**src/rtl/pwrgate_ack_sequencer.sv**
```systemverilog
// Power-switch acknowledge model: per-domain ramp FSMs returning the active-low
// switch ack after a programmable delay, with sticky done flags and an interrupt.
module pwrgate_ack_sequencer #(
    parameter int unsigned NUM_DOMAINS = 3,
    parameter int unsigned CNT_W       = 8,
    parameter int unsigned ON_DELAY    = 16,
    parameter int unsigned OFF_DELAY   = 8
) (
    input  logic                   clk_i,
    input  logic                   rst_i,
    input  logic [NUM_DOMAINS-1:0] switch_ni,
    input  logic [NUM_DOMAINS-1:0] bypass_i,
    output logic [NUM_DOMAINS-1:0] ack_no,
    output logic [NUM_DOMAINS-1:0] busy_o,
    output logic [NUM_DOMAINS-1:0] done_o,
    output logic [NUM_DOMAINS-1:0] pending_o,
    input  logic [NUM_DOMAINS-1:0] clear_i,
    input  logic [NUM_DOMAINS-1:0] irq_en_i,
    output logic                   irq_o
);

    localparam int unsigned ON_EFF  = (ON_DELAY == 0)  ? 1 : ON_DELAY;
    localparam int unsigned OFF_EFF = (OFF_DELAY == 0) ? 1 : OFF_DELAY;
    localparam logic [CNT_W-1:0] ON_LOAD  = CNT_W'(ON_EFF - 1);
    localparam logic [CNT_W-1:0] OFF_LOAD = CNT_W'(OFF_EFF - 1);
    localparam bit ON_DIRECT  = (ON_EFF == 1);
    localparam bit OFF_DIRECT = (OFF_EFF == 1);

    if ((64'(ON_DELAY) >= (64'd1 << CNT_W)) || (64'(OFF_DELAY) >= (64'd1 << CNT_W))) begin : g_param_check
        $error("pwrgate_ack_sequencer: ON_DELAY/OFF_DELAY must be below 2**CNT_W");
    end

    typedef enum logic [1:0] {
        ST_ON        = 2'd0,
        ST_RAMP_DOWN = 2'd1,
        ST_OFF       = 2'd2,
        ST_RAMP_UP   = 2'd3
    } state_t;

    for (genvar i = 0; i < NUM_DOMAINS; i++) begin : g_dom
        state_t           state_q, state_d;
        logic [CNT_W-1:0] cnt_q, cnt_d;
        logic             ack_q, ack_d;
        logic             busy_q, busy_d;
        logic             done_q, done_d;

        always_ff @(posedge clk_i or posedge rst_i) begin
            if (rst_i) begin
                state_q <= ST_ON;
                cnt_q   <= '0;
                ack_q   <= 1'b0;
                busy_q  <= 1'b0;
                done_q  <= 1'b0;
            end else begin
                state_q <= state_d;
                cnt_q   <= cnt_d;
                ack_q   <= ack_d;
                busy_q  <= busy_d;
                done_q  <= done_d;
            end
        end

        // Counter loads on ramp entry and completes when it would reach zero,
        // so the ack lands exactly DELAY edges after the first sampling edge.
        always_comb begin
            state_d = state_q;
            cnt_d   = cnt_q;
            ack_d   = ack_q;
            done_d  = 1'b0;
            busy_d  = 1'b0;
            if (bypass_i[i]) begin
                state_d = switch_ni[i] ? ST_OFF : ST_ON;
                cnt_d   = '0;
                ack_d   = switch_ni[i];
            end else begin
                case (state_q)
                    ST_ON: begin
                        if (switch_ni[i]) begin
                            if (OFF_DIRECT) begin
                                state_d = ST_OFF;
                                ack_d   = 1'b1;
                                done_d  = 1'b1;
                            end else begin
                                state_d = ST_RAMP_DOWN;
                                cnt_d   = OFF_LOAD;
                            end
                        end
                    end
                    ST_RAMP_DOWN: begin
                        if (!switch_ni[i]) begin
                            state_d = ST_ON;
                            cnt_d   = '0;
                        end else if (cnt_q <= CNT_W'(1)) begin
                            state_d = ST_OFF;
                            cnt_d   = '0;
                            ack_d   = 1'b1;
                            done_d  = 1'b1;
                        end else begin
                            cnt_d = cnt_q - CNT_W'(1);
                        end
                    end
                    ST_OFF: begin
                        if (!switch_ni[i]) begin
                            if (ON_DIRECT) begin
                                state_d = ST_ON;
                                ack_d   = 1'b0;
                                done_d  = 1'b1;
                            end else begin
                                state_d = ST_RAMP_UP;
                                cnt_d   = ON_LOAD;
                            end
                        end
                    end
                    ST_RAMP_UP: begin
                        if (switch_ni[i]) begin
                            state_d = ST_OFF;
                            cnt_d   = '0;
                        end else if (cnt_q <= CNT_W'(1)) begin
                            state_d = ST_ON;
                            cnt_d   = '0;
                            ack_d   = 1'b0;
                            done_d  = 1'b1;
                        end else begin
                            cnt_d = cnt_q - CNT_W'(1);
                        end
                    end
                    default: begin
                        state_d = ST_ON;
                        cnt_d   = '0;
                    end
                endcase
            end
            busy_d = (state_d == ST_RAMP_DOWN) || (state_d == ST_RAMP_UP);
        end

        assign ack_no[i] = ack_q;
        assign busy_o[i] = busy_q;
        assign done_o[i] = done_q;
    end

    // Sticky completion flags; a new done beats a simultaneous clear.
    always_ff @(posedge clk_i or posedge rst_i) begin
        if (rst_i) begin
            pending_o <= '0;
            irq_o     <= 1'b0;
        end else begin
            pending_o <= done_o | (pending_o & ~clear_i);
            irq_o     <= |(pending_o & irq_en_i);
        end
    end

endmodule

```
**config.mk**
```make
export PLATFORM = sky130hd
export DESIGN_NAME = pwrgate_ack_sequencer
export DESIGN_NICKNAME = d
export VERILOG_FILES = /design/src/rtl/pwrgate_ack_sequencer.sv
export SDC_FILE = /design/constraint.sdc
export NUM_CORES = 1
export LEC_CHECK = 0
export BUFFER_PORTS_ARGS = -buffer_cell sky130_fd_sc_hd__buf_2
export CAP_MARGIN = 20
export CELL_PAD_IN_SITES_DETAIL_PLACEMENT = 0
export CELL_PAD_IN_SITES_GLOBAL_PLACEMENT = 2
export CORE_MARGIN = 5
export CORE_UTILIZATION = 33
export DETAILED_ROUTE_END_ITERATION = 7
export PLACE_DENSITY = 0.79
export SETUP_SLACK_MARGIN = 0.15
export SLEW_MARGIN = 15
export SYNTH_ARGS = -nofsm -noshare
export SYNTH_HDL_FRONTEND = slang
export SYNTH_SLANG_ARGS = --single-unit
```
**constraint.sdc**
```tcl
create_clock -name clk_i -period 1.99 [get_ports clk_i]
set_input_delay 0.2985 -clock clk_i [delete_from_list [all_inputs] [get_ports clk_i]]
set_output_delay 0.2985 -clock clk_i [all_outputs]
set_load 0.05 [all_outputs]
```
Word level (Yosys, flattened, before mapping)
Index checks and enable logic that the tools add are counted.
{"block": "word_totals", "register_bits": 43, "inputBits": 14, "word_cells": 157}
{"block": "classes", "addsub": 3, "n_lt_le_gt_ge": 3, "n_eq_ne": 33, "mux": 81, "bitwise_logic": 4, "reduce_logical": 16}
{"operator": "2-to-1 mux 8 bit", "count": 18}
{"operator": "one-hot mux 8 bit (4 select lines)", "count": 3}
{"operator": "inequality test 3 bit, second input constant", "count": 18}
{"operator": "2-to-1 mux 2 bit", "count": 24}
{"operator": "2-to-1 mux 1 bit", "count": 27}
{"operator": "less-or-equal comparator 8 x 1 -> 1 bit, second input constant", "count": 3}
{"operator": "one-hot mux 2 bit (4 select lines)", "count": 3}
{"operator": "subtractor 8 x 1 -> 8 bit, second input constant", "count": 3}
{"operator": "equality test 2 bit, second input constant", "count": 9}
{"operator": "AND reduction 5 bit", "count": 3}
{"operator": "equality test 2 x 1 -> 1 bit, second input constant", "count": 6}
{"operator": "one-hot mux 1 bit (2 select lines)", "count": 6}
{"operator": "nonzero test 3 bit", "count": 3}
{"operator": "bitwise AND 3 bit", "count": 2}
{"operator": "zero test 2 bit", "count": 3}
{"operator": "AND reduction 2 bit", "count": 3}
{"operator": "logical OR 1 bit", "count": 3}
{"operator": "NOT 3 bit", "count": 1}
{"operator": "OR 3 bit", "count": 1}
{"operator": "OR reduction 3 bit", "count": 1}

Longest topological paths before layout
{"block": "logic_depth", "word_depth": 7, "depth_mapped": 7, "mapped_depth_nobuf": 6}

Worst setup path after synthesis
OpenSTA, ideal clock, no wires.
{"block": "synth_path", "path_kind": "flip-flop to flip-flop", "start": "register g_dom[0].cnt_q[0]", "end": "register g_dom[0].cnt_q[6]", "setup_time_ns": 0.069, "t_arrival_ns": 1.957, "t_required_ns": 1.921, "slack_ns": -0.036, "stages_incl_launch_ff": 8, "path_buffers": 1, "synth_period_minus_slack_ns": 2.026, "path_cell_list": "dfrtp_1 -> inv_1 -> ha_1 -> or2_2 -> and3_1 -> clkbuf_1 -> or4b_2 -> nand3_1"}
{"block": "synth_between", "elab_chain_cells": 5}
{"element": "start, declared", "line": "42", "text": "logic [CNT_W-1:0] cnt_q, cnt_d;"}
{"element": "start signal, assigned", "line": "56", "text": "cnt_q <= cnt_d;"}
{"element": "subtractor 8 x 1 -> 8 bit or less-or-equal comparator 8 x 1 -> 1 bit (tied branches)"}
{"element": "2-to-1 mux 8 bit (*)", "line": "93, 118"}
{"element": "2-to-1 mux 8 bit, on equally long branches", "line": "115, 90"}
{"element": "one-hot mux 8 bit (4 select lines) (*)", "line": "76", "text": "case (state_q)"}
{"element": "2-to-1 mux 8 bit (*)", "line": "71", "text": "if (bypass_i[i]) begin"}
Every way passes the cells marked *; elsewhere a longest branch is shown, timed or not.
A chain may end at the register's enable or synchronous reset.

Worst setup path in the final report
{"block": "layout_path", "start": "register g_dom[1].cnt_q[3]", "end": "register g_dom[1].cnt_q[7]"}
{"block": "layout_between", "elab_chain_cells": 5}
{"element": "start, declared", "line": "42"}
{"element": "start signal, assigned", "line": "56"}
{"element": "subtractor 8 x 1 -> 8 bit or less-or-equal comparator 8 x 1 -> 1 bit (tied branches)"}
{"element": "2-to-1 mux 8 bit (*)", "line": "93, 118"}
{"element": "2-to-1 mux 8 bit, on equally long branches", "line": "115, 90"}
{"element": "one-hot mux 8 bit (4 select lines) (*)", "line": "76"}
{"element": "2-to-1 mux 8 bit (*)", "line": "71"}
Marks and branches as above.

==> results.yml <==
status:
  status: "finished, final reports clean"
logic_synthesis:
  ys_seq_area_frac: 0.436
  synth_seq_cells: 40
  syn_inst: 242
  yosys-top-cells-area: "dfrtp_1 44%, nor2_1 5.1%, ha_1 3.3%"
  syn_area_per_cell_sq_um: 9.48
  synth_edf_count: 0
  yosys_warnings: 0
  ys.flop_type: "dfrtp_1"
  synth_top_area_frac: 0.436
  synth.distinct_cells: 53
  synth_area_leader_cell: "dfrtp_1"
  netlist_top_cells_count: "40 x dfrtp_1, 31 x nor2_1, 19 x inv_1"
  synthArstFlopShare: 1.00
  synthesis.nets: 262
  syn_area_sq_um: 2290
  synth.most_common_cell: "dfrtp_1"
clock_tree:
  clk_latency_ns: 0.29
  clk_pin_slew_ns: 0.09
  cts-root-buf: "clkbuf_8"
  cts.sinks: 40
  cts_tree: "done"
  cts.path.max_buffers: 2
  numCtsBuffers: 5
  htree_levels: 2
detailed_routing:
  vias: 1840
  ant_nets: 0
  wirelength_mm: 5.07
  first_pass_iters: 4
  wire_per_inst_microns: 13.7
  drc_errors: 0
  first_iter_violations: 50
  vias_per_cell: 4.99
layout:
  areaGrowthSynthToFinish_pct: 21.3
  seq_area_sq_um: 1000
  multi_input_area_sq_um: 1170
  fill_cells: 678
  fin_util: 0.410
  fin_nets: 292
  antenna_cells: 0
  drive_above_1_share: 0.264
sta:
  finalHoldViolCount: 0
  fmax_mhz: 531
  grt_setup_unrepaired: "yes"
  worstMarginPinSlew_ns: 0.529
  finalCritPeriodShare: 0.947
  relSlewSlack: 0.647
  finalSetupTns_ns: 0
  final.min_clock_period_ns: 1.88
  setup_viol: 0
  slew_violations: 0
  finClkSkew_ns: 0.00982
global_routing:
  grtUsageTotal: 0.125
  grt_first_pass_wirelength_mm: 8.89
  overflow: 0
  antenna_found_initial: 0
  grt_pass1_vias: 1857
  grt_max_degree: 41
worst_setup_path:
  cp_max_fo: 2
  worstSetupPathType: "flop to flop"
  endpoint_kind: "flop"
  cp_data_required_time_ns: 2.22
  crit_arrival_ns: 2.12
  r2r_slack_ns: 0.11
  critPathLaunchType: "flop"
placement:
  dpl.hpwl_mm: 3.53
  port_buffers: 26
  gp_congestion: 0.755
pwr:
  vdd_drop_max_uv: 494
  share_seq_of_total_power: 0.334
  p_per_area_nw_per_um2: 1170
  p_comb_frac: 0.381
  power_switching_mw: 1.14
  power_leakage_nw: 1.30
  pwr-share-clk: 0.286
  switching_share: 0.351
  p_int_mw: 2.12
worst_hold_path:
  hold_path_class: "primary input to async pin"
job:
  drv_cap: 0
floorplan:
  rows: 30
  initial_core_util: 0.338
  io_pins: 27
  dieArea_sq_um: 8720
  coreArea_sq_um: 6790
  fp.dieH_microns: 93.4
  die_w_microns: 93.4
-- final timing paths --
path / from / end / cells past startpoint
worst max-delay path: g_dom[1].cnt_q[3] / g_dom[1].cnt_q[7] / 4
worst min-delay path: rst_i / g_dom[0].cnt_q[0] / 3
worst max register to register: g_dom[1].cnt_q[3] / g_dom[1].cnt_q[7] / 4
worst min register to register: g_dom[1].done_q / pending_o[1] / 1
max in group asynchronous: rst_i / g_dom[1].cnt_q[0] / 3
min in group clk_i: irq_en_i[1] / irq_o / 3
-- sequential cells by signal, indices dropped and copies added, names as in the netlist --
| name | count |
|---|---|
| g_dom.state_q | 6 |
| g_dom.cnt_q | 24 |
| irq_o | 1 |
| g_dom.done_q | 3 |
| g_dom.ack_q | 3 |
| pending_o | 3 |
-- layout by cell type, fill, tap and decap left out, types with 3 or more instances in the layout --
cell and count:
nor2_1 30, buf_4 17, clkbuf_8 5, a21o_1 3
o21a_1 3, bufinv_16 3, ha_1 5, nand2_1 8
dfrtp_1 39, nor3_1 8, a211oi_1 8, or4_1 3
or4_4 3, xor2_1 7, o21ai_0 5, o31ai_1 3
nand3_1 5, nand3b_1 3, o31a_1 3, nand2b_1 3
nor4_1 3, mux2_2 3, xnor2_1 8, buf_2 26
inv_1 17, a21oi_1 7
-- timing repair --
action,4_1_cts,5_1_grt
endpoints found under the setup margin,10,13
gates cloned,0,0
hold endpoints to repair,0,0
buffers inserted,2,1
gates resized for setup,6,7
hold buffers,0,0
pin swaps,1,5
-- stage by stage --
step	hold WS, ns	cell area (sq um)	setup WS, ns	total power, mW	cells
2_1_floorplan	0.420	2300	0.150	1.98	242
3_3_place_gp	0.432	2550	0.0897	2.26	358
3_5_place_dp	0.442	2550	0.0438	2.26	358
4_1_cts	0.134	2750	0.120	3.25	368
5_1_grt	0.161	2780	0.0664	3.50	369
6_report	0.115	2780	0.105	3.26	369
-- critical path, stage by stage (launching register included) --
cell and delay (ns):
dfrtp_1 0.39, or4_4 0.54, or4_4 0.43, or3_4 0.34
a21oi_2 0.13
-- cell families after synthesis --
group	count (synthesis)	synth area share
and+or+nand+nor	81	0.187
AOI/OAI and AO/OA	56	0.184
DFF	40	0.436
buffers and inverters	39	0.0786
xor gates and xnor gates	15	0.0573
adders and majority gates	8	0.0415
muxes	3	0.0147
-- power groups by stage --
stage | Sequential (mW) | Clock (mW) | Combinational (mW)
detailed placement | 1.10 | 0 | 1.15
floorplan | 1.09 | 0 | 0.885
finish | 1.09 | 0.931 | 1.24
CTS | 1.09 | 0.957 | 1.21
global placement | 1.10 | 0 | 1.16
global route | 1.11 | 0.996 | 1.39
-- layer usage --
| layer | track usage | routed length (microns) | vias up | share of wire |
|---|---|---|---|---|
| li1 | - | - | 918 | - |
| met1 | 0.167 | 2390 | 893 | 0.47 |
| met2 | 0.203 | 2490 | 25 | 0.49 |
| met3 | 0.0298 | 135 | 4 | 0.027 |
| met4 | 0.0342 | 50 | 0 | 0.0099 |
| met5 | 0 | 0 | - | 0 |
-- final cells by class --
class	instances	share of cell area
inverters	19	0.0256
well taps	96	0.0432
clock inverters	3	0.0324
flip-flops and latches	40	0.360
clock buffers	5	0.0247
repair buffers	43	0.0926
multi-input cells	163	0.421
Note: power is estimated with default switching activity, not from simulation.
